**src/rtl/mesh_terminal_endpoint_if.sv**
```systemverilog
// Bundle of the three handshakes a terminal endpoint sits on:
// local source (tx_*), mesh link in both directions, local sink (rx_*).
//
// Handshake rules:
//   tx_valid/tx_ready : a word moves on a rising edge where both are high.
//   pndng_i_in/popin  : the mesh consumes data_out_i_in on an edge with popin high.
//   pndng/pop         : the endpoint consumes data_out on the edge where it raises pop.
//   rx_valid/rx_ready : a word moves on a rising edge where both are high.
interface mesh_terminal_endpoint_if #(
  parameter int pckg_sz = 40
);
  logic [pckg_sz-1:0] tx_data;
  logic               tx_valid;
  logic               tx_ready;
  logic [pckg_sz-1:0] data_out_i_in;
  logic               pndng_i_in;
  logic               popin;
  logic [pckg_sz-1:0] data_out;
  logic               pndng;
  logic               pop;
  logic [pckg_sz-1:0] rx_data;
  logic               rx_valid;
  logic               rx_ready;

  // Endpoint side.
  modport slave (
    input  tx_data, tx_valid, popin, data_out, pndng, rx_ready,
    output tx_ready, data_out_i_in, pndng_i_in, pop, rx_data, rx_valid
  );

  // Environment side: local source/sink and the mesh port.
  modport master (
    output tx_data, tx_valid, popin, data_out, pndng, rx_ready,
    input  tx_ready, data_out_i_in, pndng_i_in, pop, rx_data, rx_valid
  );
endinterface

```
**src/rtl/mesh_terminal_endpoint.sv**
```systemverilog
// Terminal-side endpoint for one mesh_gnrtr port.
// TX: show-ahead FIFO from the local source toward the mesh (pndng_i_in/popin).
// RX: a three-state popper (IDLE/POP/GAP) pulls packets off the mesh into a
// show-ahead FIFO toward the local sink, counting packets whose destination
// field is not this terminal.
module mesh_terminal_endpoint #(
  parameter int       pckg_sz    = 40,
  parameter int       fifo_depth = 4,
  parameter bit [3:0] TERM_ROW   = 4'd0,
  parameter bit [3:0] TERM_COL   = 4'd0
) (
  input  logic                    clk,
  input  logic                    reset,
  mesh_terminal_endpoint_if.slave bus,
  output logic [15:0]             misroute_cnt,
  output logic                    tx_underflow,
  output logic [1:0]              rx_state_dbg
);

  localparam int AW = (fifo_depth > 1) ? $clog2(fifo_depth) : 1;
  localparam int CW = $clog2(fifo_depth + 1);
  localparam logic [AW-1:0] LAST_PTR = AW'(fifo_depth - 1);
  localparam logic [CW-1:0] FULL_CNT = CW'(fifo_depth);

  typedef enum logic [1:0] {
    RX_IDLE = 2'd0,
    RX_POP  = 2'd1,
    RX_GAP  = 2'd2
  } rx_state_e;

  // ---------------------------------------------------------------- TX FIFO
  logic [pckg_sz-1:0] tx_mem [fifo_depth];
  logic [AW-1:0]      tx_wr, tx_rd;
  logic [CW-1:0]      tx_cnt;
  logic               tx_empty, tx_full, tx_push, tx_pop;
  logic               rst_done;

  assign tx_empty = (tx_cnt == '0);
  assign tx_full  = (tx_cnt == FULL_CNT);
  // tx_ready depends only on registered state, so popin never reaches it.
  assign bus.tx_ready      = rst_done && !tx_full;
  assign tx_push           = bus.tx_valid && bus.tx_ready;
  assign tx_pop            = bus.popin && !tx_empty;
  assign bus.pndng_i_in    = !tx_empty;
  assign bus.data_out_i_in = tx_empty ? '0 : tx_mem[tx_rd];

  // Holds tx_ready low for the first cycle after reset is released.
  always_ff @(posedge clk or negedge reset) begin
    if (!reset) rst_done <= 1'b0;
    else        rst_done <= 1'b1;
  end

  // TX storage; contents are don't-care while the FIFO is empty.
  always_ff @(posedge clk) begin
    if (tx_push) tx_mem[tx_wr] <= bus.tx_data;
  end

  // TX pointers, occupancy and sticky underflow flag.
  always_ff @(posedge clk or negedge reset) begin
    if (!reset) begin
      tx_wr        <= '0;
      tx_rd        <= '0;
      tx_cnt       <= '0;
      tx_underflow <= 1'b0;
    end else begin
      if (tx_push) tx_wr <= (tx_wr == LAST_PTR) ? '0 : tx_wr + AW'(1);
      if (tx_pop)  tx_rd <= (tx_rd == LAST_PTR) ? '0 : tx_rd + AW'(1);
      case ({tx_push, tx_pop})
        2'b10:   tx_cnt <= tx_cnt + CW'(1);
        2'b01:   tx_cnt <= tx_cnt - CW'(1);
        default: tx_cnt <= tx_cnt;
      endcase
      if (bus.popin && tx_empty) tx_underflow <= 1'b1;
    end
  end

  // ---------------------------------------------------------------- RX FSM
  rx_state_e          rx_state, rx_next;
  logic               rx_capture;
  logic               pop_q;
  logic [pckg_sz-1:0] rx_mem [fifo_depth];
  logic [AW-1:0]      rx_wr, rx_rd;
  logic [CW-1:0]      rx_cnt;
  logic               rx_empty, rx_full, rx_deq;
  logic               dst_mismatch;

  assign rx_empty     = (rx_cnt == '0);
  assign rx_full      = (rx_cnt == FULL_CNT);
  assign rx_state_dbg = rx_state;

  // RX state register.
  always_ff @(posedge clk or negedge reset) begin
    if (!reset) rx_state <= RX_IDLE;
    else        rx_state <= rx_next;
  end

  // Next state: capture only with space; GAP gives the mesh a cycle to
  // retire the consumed packet before pndng is sampled again.
  always_comb begin
    rx_next    = rx_state;
    rx_capture = 1'b0;
    case (rx_state)
      RX_IDLE: begin
        if (bus.pndng && !rx_full) begin
          rx_next    = RX_POP;
          rx_capture = 1'b1;
        end
      end
      RX_POP:  rx_next = RX_GAP;
      RX_GAP:  rx_next = RX_IDLE;
      default: rx_next = RX_IDLE;
    endcase
  end

  // pop is a flop set on the capture edge; async reset cuts it off at once.
  always_ff @(posedge clk or negedge reset) begin
    if (!reset) pop_q <= 1'b0;
    else        pop_q <= rx_capture;
  end
  assign bus.pop = pop_q;

  // ---------------------------------------------------------------- RX FIFO
  assign bus.rx_valid = !rx_empty;
  assign bus.rx_data  = rx_empty ? '0 : rx_mem[rx_rd];
  assign rx_deq       = bus.rx_valid && bus.rx_ready;

  // RX storage; written on the edge the FSM leaves IDLE.
  always_ff @(posedge clk) begin
    if (rx_capture) rx_mem[rx_wr] <= bus.data_out;
  end

  // RX pointers and occupancy; a dequeue frees space for the next cycle's check.
  always_ff @(posedge clk or negedge reset) begin
    if (!reset) begin
      rx_wr  <= '0;
      rx_rd  <= '0;
      rx_cnt <= '0;
    end else begin
      if (rx_capture) rx_wr <= (rx_wr == LAST_PTR) ? '0 : rx_wr + AW'(1);
      if (rx_deq)     rx_rd <= (rx_rd == LAST_PTR) ? '0 : rx_rd + AW'(1);
      case ({rx_capture, rx_deq})
        2'b10:   rx_cnt <= rx_cnt + CW'(1);
        2'b01:   rx_cnt <= rx_cnt - CW'(1);
        default: rx_cnt <= rx_cnt;
      endcase
    end
  end

  // ------------------------------------------------------ destination check
  assign dst_mismatch = (bus.data_out[pckg_sz-9 -: 4]  != TERM_ROW) ||
                        (bus.data_out[pckg_sz-13 -: 4] != TERM_COL);

  // Saturating count of misrouted captures; the packet is still delivered.
  always_ff @(posedge clk or negedge reset) begin
    if (!reset) begin
      misroute_cnt <= '0;
    end else if (rx_capture && dst_mismatch && (misroute_cnt != 16'hFFFF)) begin
      misroute_cnt <= misroute_cnt + 16'd1;
    end
  end

endmodule

```
**src/flat_wrapper.sv**
```systemverilog
// flat-port wrapper written by rule: the top's interface ports become plain ports
module mesh_terminal_endpoint_flat 
#(
  parameter int       pckg_sz    = 40,
  parameter int       fifo_depth = 4,
  parameter bit [3:0] TERM_ROW   = 4'd0,
  parameter bit [3:0] TERM_COL   = 4'd0
)
  (clk, reset, misroute_cnt, tx_underflow, rx_state_dbg, bus_tx_data, bus_tx_valid, bus_popin, bus_data_out, bus_pndng, bus_rx_ready, bus_tx_ready, bus_data_out_i_in, bus_pndng_i_in, bus_pop, bus_rx_data, bus_rx_valid);
  mesh_terminal_endpoint_if #(.pckg_sz(pckg_sz)) bus_i ();
  input  logic clk;
  input  logic reset;
  output logic [15:0] misroute_cnt;
  output logic tx_underflow;
  output logic [1:0] rx_state_dbg;
  input wire logic [$bits(bus_i.tx_data)-1:0] bus_tx_data;
  input wire logic [$bits(bus_i.tx_valid)-1:0] bus_tx_valid;
  input wire logic [$bits(bus_i.popin)-1:0] bus_popin;
  input wire logic [$bits(bus_i.data_out)-1:0] bus_data_out;
  input wire logic [$bits(bus_i.pndng)-1:0] bus_pndng;
  input wire logic [$bits(bus_i.rx_ready)-1:0] bus_rx_ready;
  output wire logic [$bits(bus_i.tx_ready)-1:0] bus_tx_ready;
  output wire logic [$bits(bus_i.data_out_i_in)-1:0] bus_data_out_i_in;
  output wire logic [$bits(bus_i.pndng_i_in)-1:0] bus_pndng_i_in;
  output wire logic [$bits(bus_i.pop)-1:0] bus_pop;
  output wire logic [$bits(bus_i.rx_data)-1:0] bus_rx_data;
  output wire logic [$bits(bus_i.rx_valid)-1:0] bus_rx_valid;
  assign bus_i.tx_data = bus_tx_data;
  assign bus_i.tx_valid = bus_tx_valid;
  assign bus_i.popin = bus_popin;
  assign bus_i.data_out = bus_data_out;
  assign bus_i.pndng = bus_pndng;
  assign bus_i.rx_ready = bus_rx_ready;
  assign bus_tx_ready = bus_i.tx_ready;
  assign bus_data_out_i_in = bus_i.data_out_i_in;
  assign bus_pndng_i_in = bus_i.pndng_i_in;
  assign bus_pop = bus_i.pop;
  assign bus_rx_data = bus_i.rx_data;
  assign bus_rx_valid = bus_i.rx_valid;
  mesh_terminal_endpoint #(.pckg_sz(pckg_sz), .fifo_depth(fifo_depth), .TERM_ROW(TERM_ROW), .TERM_COL(TERM_COL)) u_core (.clk(clk), .reset(reset), .bus(bus_i), .misroute_cnt(misroute_cnt), .tx_underflow(tx_underflow), .rx_state_dbg(rx_state_dbg));
endmodule
```
**config.mk**
```make
export PLATFORM = sky130hd
export DESIGN_NAME = mesh_terminal_endpoint_flat
export DESIGN_NICKNAME = d
export VERILOG_FILES = /design/src/rtl/mesh_terminal_endpoint_if.sv /design/src/rtl/mesh_terminal_endpoint.sv /design/src/flat_wrapper.sv
export SDC_FILE = /design/constraint.sdc
export NUM_CORES = 1
export LEC_CHECK = 0
export CAP_MARGIN = 30
export CORE_MARGIN = 4
export CORE_UTILIZATION = 53
export DETAILED_ROUTE_END_ITERATION = 6
export MAX_ROUTING_LAYER = met4
export PLACE_DENSITY_LB_ADDON = 0.2
export RECOVER_POWER = 50
export SYNTH_ARGS = -nofsm -noshare
export SYNTH_HDL_FRONTEND = slang
export SYNTH_SLANG_ARGS = --single-unit
```
**constraint.sdc**
```tcl
create_clock -name clk -period 2.7 [get_ports clk]
set_input_delay 0.54 -clock clk [delete_from_list [all_inputs] [get_ports clk]]
set_output_delay 0.54 -clock clk [all_outputs]
set_load 0.01 [all_outputs]
```
==> results.ini, run 1 <==
[floorplan]
ios = 189
die_w_um = 169
core-area_um2 = 25400
die_area_um2 = 28700
start_util = 0.544
rows = 58
dieHeight_um = 169

[grt]
grt_max_degree = 44
grt_pass1_wl_um = 43700
grt_pass1_vias = 7645
antenna_found_initial = 3
grt_overflow_total = 0
track_usage = 0.204

[worst_setup_path]
cp_max_fo = 7
crit_start = u_core.tx_rd[0]
crit_type = flop to output pin
crit_arrival_ps = 2110
cp_slowest_cell = mux4_2
crit_chain = buf_12, buf_6, buf_16, mux4_2, and2_4, buf_2
critical_path.top_delay_family = buffers and inverters
worstSetupStartpointType = flop
cp-end-kind = output pin
rrSetupSlack_ps = 450
r2r_start = u_core.tx_cnt[2]
critPathMaxStageDelay_ps = 510
worstPathRequired_ps = 2160
cp_num_buf_inv = 4

[sta]
fmax_mhz = 377
setup_slack_ps = 49.7
finalCritPeriodShare = 0.982
skew_ps = 15.2
setup_violations = 0
slew_violations = 36
rsz0062_at_grt = yes
slew_headroom = -0.265
post-route-min-period_ps = 2650
final_hold_viol_count = 0
worst_pin_slew_ps = 1900
fin_tns_setup_ps = 0
holdWs_ps = 471

[routing]
num_vias = 7137
vias_per_cell = 5.57
drc = 0
wl_per_cell_um = 22.3
finalWirelength_um = 28500
first_iter_violations = 631
postRouteAntennaNets = 0
dr.pass1.iters = 4

[cells_and_area]
nets = 1023
area_delta_synth_final_pct = 29.0
drive_gt1_frac = 0.272

[placement]
gp_congestion = 0.830
hpwl_um = 16700
io_buffers = 188
place_ws_ps = 161

[logic_synthesis]
syn_area_um2 = 13800
synth_commonest_cells = edfxtp_1, and2_1, mux4_2, dfrtp_1, inv_1
post-synth-top-area-fraction = 0.695
synthAdderAreaFrac = 0.0147
ys_ff_latch = 355
syn_avg_cell_area_um2 = 20.6
syn-num-nets = 773
post-synth-top-count-cell = edfxtp_1
synthMuxAreaShare = 0.135
yosysSeqAreaShare = 0.759
synth-simple-area-share = 0.0587
netlist_instances = 672
synth_top_family_by_area = multiplexers
async_flop_share = 0.0986
synth_flop_cell = edfxtp_1
synth_cell_type_count = 34
synth-compound-area-share = 0.00543
synth-xor-area-share = 0.0133
synth_area_leaders = edfxtp_1, mux4_2, dfrtp_1
synth_edf_count = 320
yosys.area.top_type = edfxtp_1
ys_warn_count = 0

[clocking]
root_buffer = clkbuf_16
htreeDepth = 2
path_clk_slew_ps = 60
cts.sinks = 355
clk_latency_ps = 510
cts_made_buffers = 36
cts_buffer_depth = 3
cts_tree = built

[job]
cap_violations = 1

[status]
violations = capacitance limit, slew limit
status = complete, but fails checks

[pwr]
p_leak_uw = 0.00626
power_density_nw_per_um2 = 1060
vdd_ir_drop_max_mv = 0.577

[hold_path]
hold_start = u_core.rx_state_dbg[1]
hold_path_class = flop to flop

==> metrics by stage <==
step                      utilization  power, uW  cells  instance area, um2
after global routing            0.702      19900   1282               17800
after CTS                       0.696      18900   1273               17700
after detailed placement        0.643      14100   1182               16300
after floorplan                     -      10900    672               13800
after global placement          0.643      13900   1182               16300
final                           0.702      18900   1282               17800
==> final cells by class <==
type,count,area [um2]
multi-input combinational,269,3180
inverter,18,67.6
tap,330,413
fill,1626,7570
clock buffer,44,972
antenna,3,7.51
clock inverter,21,129
timing repair buffer,242,2560
sequential,355,10500
==> cell families (layout without fill, tap and decap cells) <==
group                    after synthesis  count (layout)
multiplexers                          86              86
other                                  1               4
AND/OR/NAND/NOR                      137             137
XOR/XNOR                              21              21
adder cells (fa/ha/maj)               15              15
buffers and inverters                 48             325
AO/OA/AOI/OAI                          9               9
flip-flops                           355             355
==> final timing paths <==
kind,end,depth (start not counted)
worst min register to register,u_core.rx_state_dbg[1],1
min in group asynchronous,u_core.misroute_cnt[5],2
worst min-delay path,u_core.rx_state_dbg[1],1
worst max-delay path,bus_data_out_i_in[28],6
worst max register to register,u_core.tx_cnt[2],10
max in group asynchronous,u_core.rx_rd[1],2
==> power breakdown <==
group	internal, uW	leakage (uW)	switching (uW)
clock network	2660	0.000553	1950
registers	6880	0.00334	324
logic	3920	0.00236	3220
==> sequential cells by signal (all words and copies together) (netlist names), 3 cells and up <==
register / cells
u_core.rx_mem: 160
u_core.tx_cnt: 3
u_core.misroute_cnt: 16
u_core.rx_cnt: 3
u_core.tx_mem: 160
==> routing by layer <==
layer  global-route usage  vias to the layer above  routed length (um)
li1                     -                     3158                   -
met1                0.272                     3716               11800
met2                0.333                      213               14800
met3               0.0305                       50                1430
met4               0.0574                        0                 552
met5                    -                        -                   0
==> placed cells by master (no fill, tap or decap), drive strengths merged, types with 3 or more instances in the layout <==
cell	instances
mux4	80
dlygate4sd3	80
clkdlybuf4s50	28
edfxtp	320
clkdlybuf4s15	43
a21o	3
nand4	8
mux2	4
ha	13
buf	83
clkbuf	50
inv	20
nor3	4
nand2	12
diode	3
xnor2	15
nor2	10
and2	84
dfrtp	35
clkinv	18
nand3	6
and3	6
xor2	6
==> what timing repair did <==
action	CTS	global route
hold buffers	0	0
buffers inserted	20	4
gates cloned	6	3
gates resized for setup	209	63
pin swaps	0	0
setup endpoints to repair	80	43
No activity file was read; power rests on OpenSTA's default activity.
==> inputs of run 2 (changes only) <==
- ABC_AREA: not set -> 1
- GPL_TIMING_DRIVEN: not set -> 0
==> run 2 against run 1 <==
  * The run still ends with capacitance limit, slew limit left
  * First-iteration DRC count up 25%
  * Fmax down 1.1%
  * Critical endpoint is now bus_rx_data[21]
  * Largest power group is now combinational logic
  * Non-clock buffer count up 20
  * Hold slack worse by 3.1 ps
==> results.ini, run 2 <==
[status]
status = complete, but fails checks
violations = capacitance limit, slew limit

[worst_setup_path]
r2r_cells = 5  ; -5
cp_max_fo = 10  ; +3
crit_arrival_ps = 2140  ; +30 ps
rr_endpoint = u_core.rx_mem[2][17]
cp-end-kind = output pin
worstPathRequired_ps = 2160  ; about the same
critPathMaxStageDelay_ps = 430  ; -80 ps
cp_slowest_cell = dfrtp_1
worstSetupEndpoint = bus_rx_data[21]
r2r_start = u_core.rx_cnt[0]
crit_start = u_core.rx_rd[0]
rrSetupSlack_ps = 240  ; -210 ps
crit_type = flop to output pin
crit_chain = buf_4, inv_4, clkbuf_4, o21ai_0, a21oi_1, dlygate4sd2_1
worstSetupStartpointType = flop

[clocking]
cts_buffer_depth = 3  ; unchanged
path_clk_slew_ps = 60  ; about the same
htreeDepth = 2  ; unchanged
cts_tree = built
cts.sinks = 355  ; unchanged
cts_made_buffers = 36  ; unchanged
clk_latency_ps = 520  ; about the same
root_buffer = clkbuf_16

[sta]
finalCritPeriodShare = 0.992  ; +0.0106
final_hold_viol_count = 0  ; unchanged
post-route-min-period_ps = 2680  ; +28.6 ps
setup_slack_ps = 21.1  ; -28.6 ps
slew_violations = 36  ; unchanged
slew_headroom = -0.307  ; -0.0423
skew_ps = 18.6  ; +3.34 ps
fmax_mhz = 373  ; -1.1%
holdWs_ps = 468  ; -3.08 ps
worst_pin_slew_ps = 1960  ; +63.4 ps
setup_violations = 0  ; unchanged

[cells_and_area]
multi_input_area_um2 = 3500  ; +9.9%
fill_cells = 1849  ; +14%
final_cell_mix = nor2_1, edfxtp_1, o21ai_0
drive_gt1_frac = 0.102  ; -0.170
ff_latch_area_um2 = 10500  ; about the same
top_regs = u_core.rx_mem: 160 flops, u_core.tx_mem: 160 flops, u_core.misroute_cnt: 16 flops
nets = 1548  ; +51%
area_delta_synth_final_pct = 27.2
utilization = 0.693  ; -0.00871
final_common_cell = nor2_1

[placement]
gp_congestion = 0.783  ; -5.6%
hpwl_um = 21200  ; +27%
io_buffers = 188  ; unchanged
place_ws_ps = -30.3  ; -191 ps

[logic_synthesis]
post-synth-top-area-fraction = 0.669  ; -0.0264
synth_commonest_cells = nor2_1, edfxtp_1, o21ai_0, nand2_1, a21oi_1
yosys.area.top_type = edfxtp_1
synth_edf_count = 320  ; unchanged
ys_warn_count = 0  ; unchanged
synth_cell_type_count = 32  ; -5.9%
post-synth-top-count-cell = nor2_1
ys_ff_latch = 355  ; unchanged
async_flop_share = 0.0986  ; unchanged
yosysSeqAreaShare = 0.730  ; -0.0288
syn_area_um2 = 14400  ; +3.9%
netlist_instances = 1209  ; +80%
syn-num-nets = 1310  ; +69%
synth_flop_cell = edfxtp_1
synth_area_leaders = edfxtp_1, nor2_1, dfrtp_1
syn_avg_cell_area_um2 = 11.9  ; -42%

[routing]
route.met3.wl_um = 2120  ; +48%
met1_length_um = 13800  ; +17%
num_vias = 9799  ; +37%
wl_per_cell_um = 18.5  ; -17%
dr_wl_met2_um = 16900  ; +14%
dr.pass1.iters = 5  ; +1
routed.top_layer = met4
postRouteAntennaNets = 0  ; unchanged
vias_per_cell = 5.40  ; -3.1%
drc = 0  ; unchanged
first_iter_violations = 788  ; +25%
finalWirelength_um = 33600  ; +18%

[pwr]
power_frac_comb = 0.399  ; +0.023
p_leak_uw = 0.00682  ; +8.9%
p_int_uw = 12700  ; -5.7%
p_sw_frac = 0.353  ; +0.0635
power_switching_uw = 6940  ; +26%
power.total_uw = 19600  ; +3.6%
power_density_nw_per_um2 = 1070  ; +1.1%
pwr-share-seq = 0.364  ; -0.016
pwr-share-clk = 0.237  ; -0.006
vdd_ir_drop_max_mv = 0.642  ; +11%

[hold_path]
hold_path_class = flop to flop

[grt]
track_usage = 0.226  ; +0.0220
grt_max_degree = 36  ; -18%
grt_pass1_wl_um = 52100  ; +19%
grt_pass1_vias = 9762  ; +28%
antenna_found_initial = 8  ; +5
grt_overflow_total = 0  ; unchanged

[floorplan]
die_area_um2 = 29800  ; +3.8%
rows = 59  ; +1.7%
ios = 189  ; unchanged
dieHeight_um = 173  ; +1.9%
core-area_um2 = 26400  ; +3.8%
die_w_um = 173  ; +1.9%
start_util = 0.545  ; +0.000990

[job]
cap_violations = 1  ; unchanged

-- run 2: cell count changes after synthesis, sizes merged, moves of 4 or more --
cell,previous run,this run
a21oi,0,83
and2,84,0
and3,6,0
buf,16,20
clkbuf,14,42
inv,18,39
mux2,4,0
mux4,80,0
nand2,12,91
nand3,6,10
nand4,8,3
nor2,10,358
o21ai,2,175
xnor2,15,7
-- run 2: worst min-delay path by stage --
stage	startpoint	endpoint	slack, ps	depth (start not counted)
floorplan	reset	u_core.bus.pop	240	0
global placement	u_core.rx_state_dbg[1]	u_core.rx_state_dbg[1]	430	1
detailed placement	u_core.rx_state_dbg[1]	u_core.rx_state_dbg[1]	460	1
CTS	reset	u_core.rx_cnt[0]	150	1
global route	u_core.rx_state_dbg[1]	u_core.rx_state_dbg[1]	490	1
finish	u_core.rx_state_dbg[1]	u_core.rx_state_dbg[1]	470	1
-- run 2: final cells by class --
type,instances,share of cell area
multi-input cells,752,0.192
repair buffers,202,0.111
plain buffers,60,0.0303
clock buffers,50,0.0545
well taps,335,0.0229
clock inverters,15,0.00555
flip-flops and latches,355,0.574
diodes,7,0.000959
inverters,40,0.00856
-- run 2: metrics by stage --
stage,std cells,TNS (ps),instance area [um2]
floorplan,1209,-75860,14400
global placement,1732,-425520,16700
detailed placement,1740,-120,16900
CTS,1806,-590,18300
global route,1816,-31.8,18300
finish,1816,0,18300
-- run 2: kinds of logic (layout without fill, tap and decap cells) --
| family | after synthesis | after routing | share of synthesized area |
|---|---|---|---|
| flops | 355 | 355 | 0.730 |
| simple gates | 465 | 465 | 0.129 |
| xor+xnor | 11 | 11 | 0.00671 |
| fa+ha+maj | 15 | 15 | 0.0141 |
| compound gates | 260 | 260 | 0.0916 |
| other cells | 1 | 8 | 0.000261 |
| buf+inv | 102 | 367 | 0.0287 |
-- run 2: power by group through the flow --
| stage | clock [uW] | combinational (uW) | sequential [uW] |
|---|---|---|---|
| 6_report | 4650 | 7840 | 7140 |
| 5_1_grt | 4940 | 8630 | 7200 |
| 4_1_cts | 4710 | 7960 | 7150 |
| 3_5_place_dp | 0 | 8010 | 7210 |
| 3_3_place_gp | 0 | 7720 | 7240 |
| 2_1_floorplan | 0 | 4100 | 7200 |
-- run 2: critical path: cells and delay by family, from the launching register on --
family          cells  cell delay [ps]
compound gates      2              340
buf+inv             4              840
flops               1              430
-- run 2: repair_timing --
action	in CTS	in global routing
endpoints found under the setup margin	81	18
cloned	0	1
gates resized for setup	193	32
pin swaps	3	3
setup buffers	3	2
endpoints found under the hold margin	0	0
hold buffers	0	0
-- run 2: layer usage --
metal | vias up | track usage
met5 | - | -
met4 | 0 | 0.0735
met3 | 59 | 0.0424
met2 | 327 | 0.375
met1 | 4735 | 0.284
li1 | 4678 | -
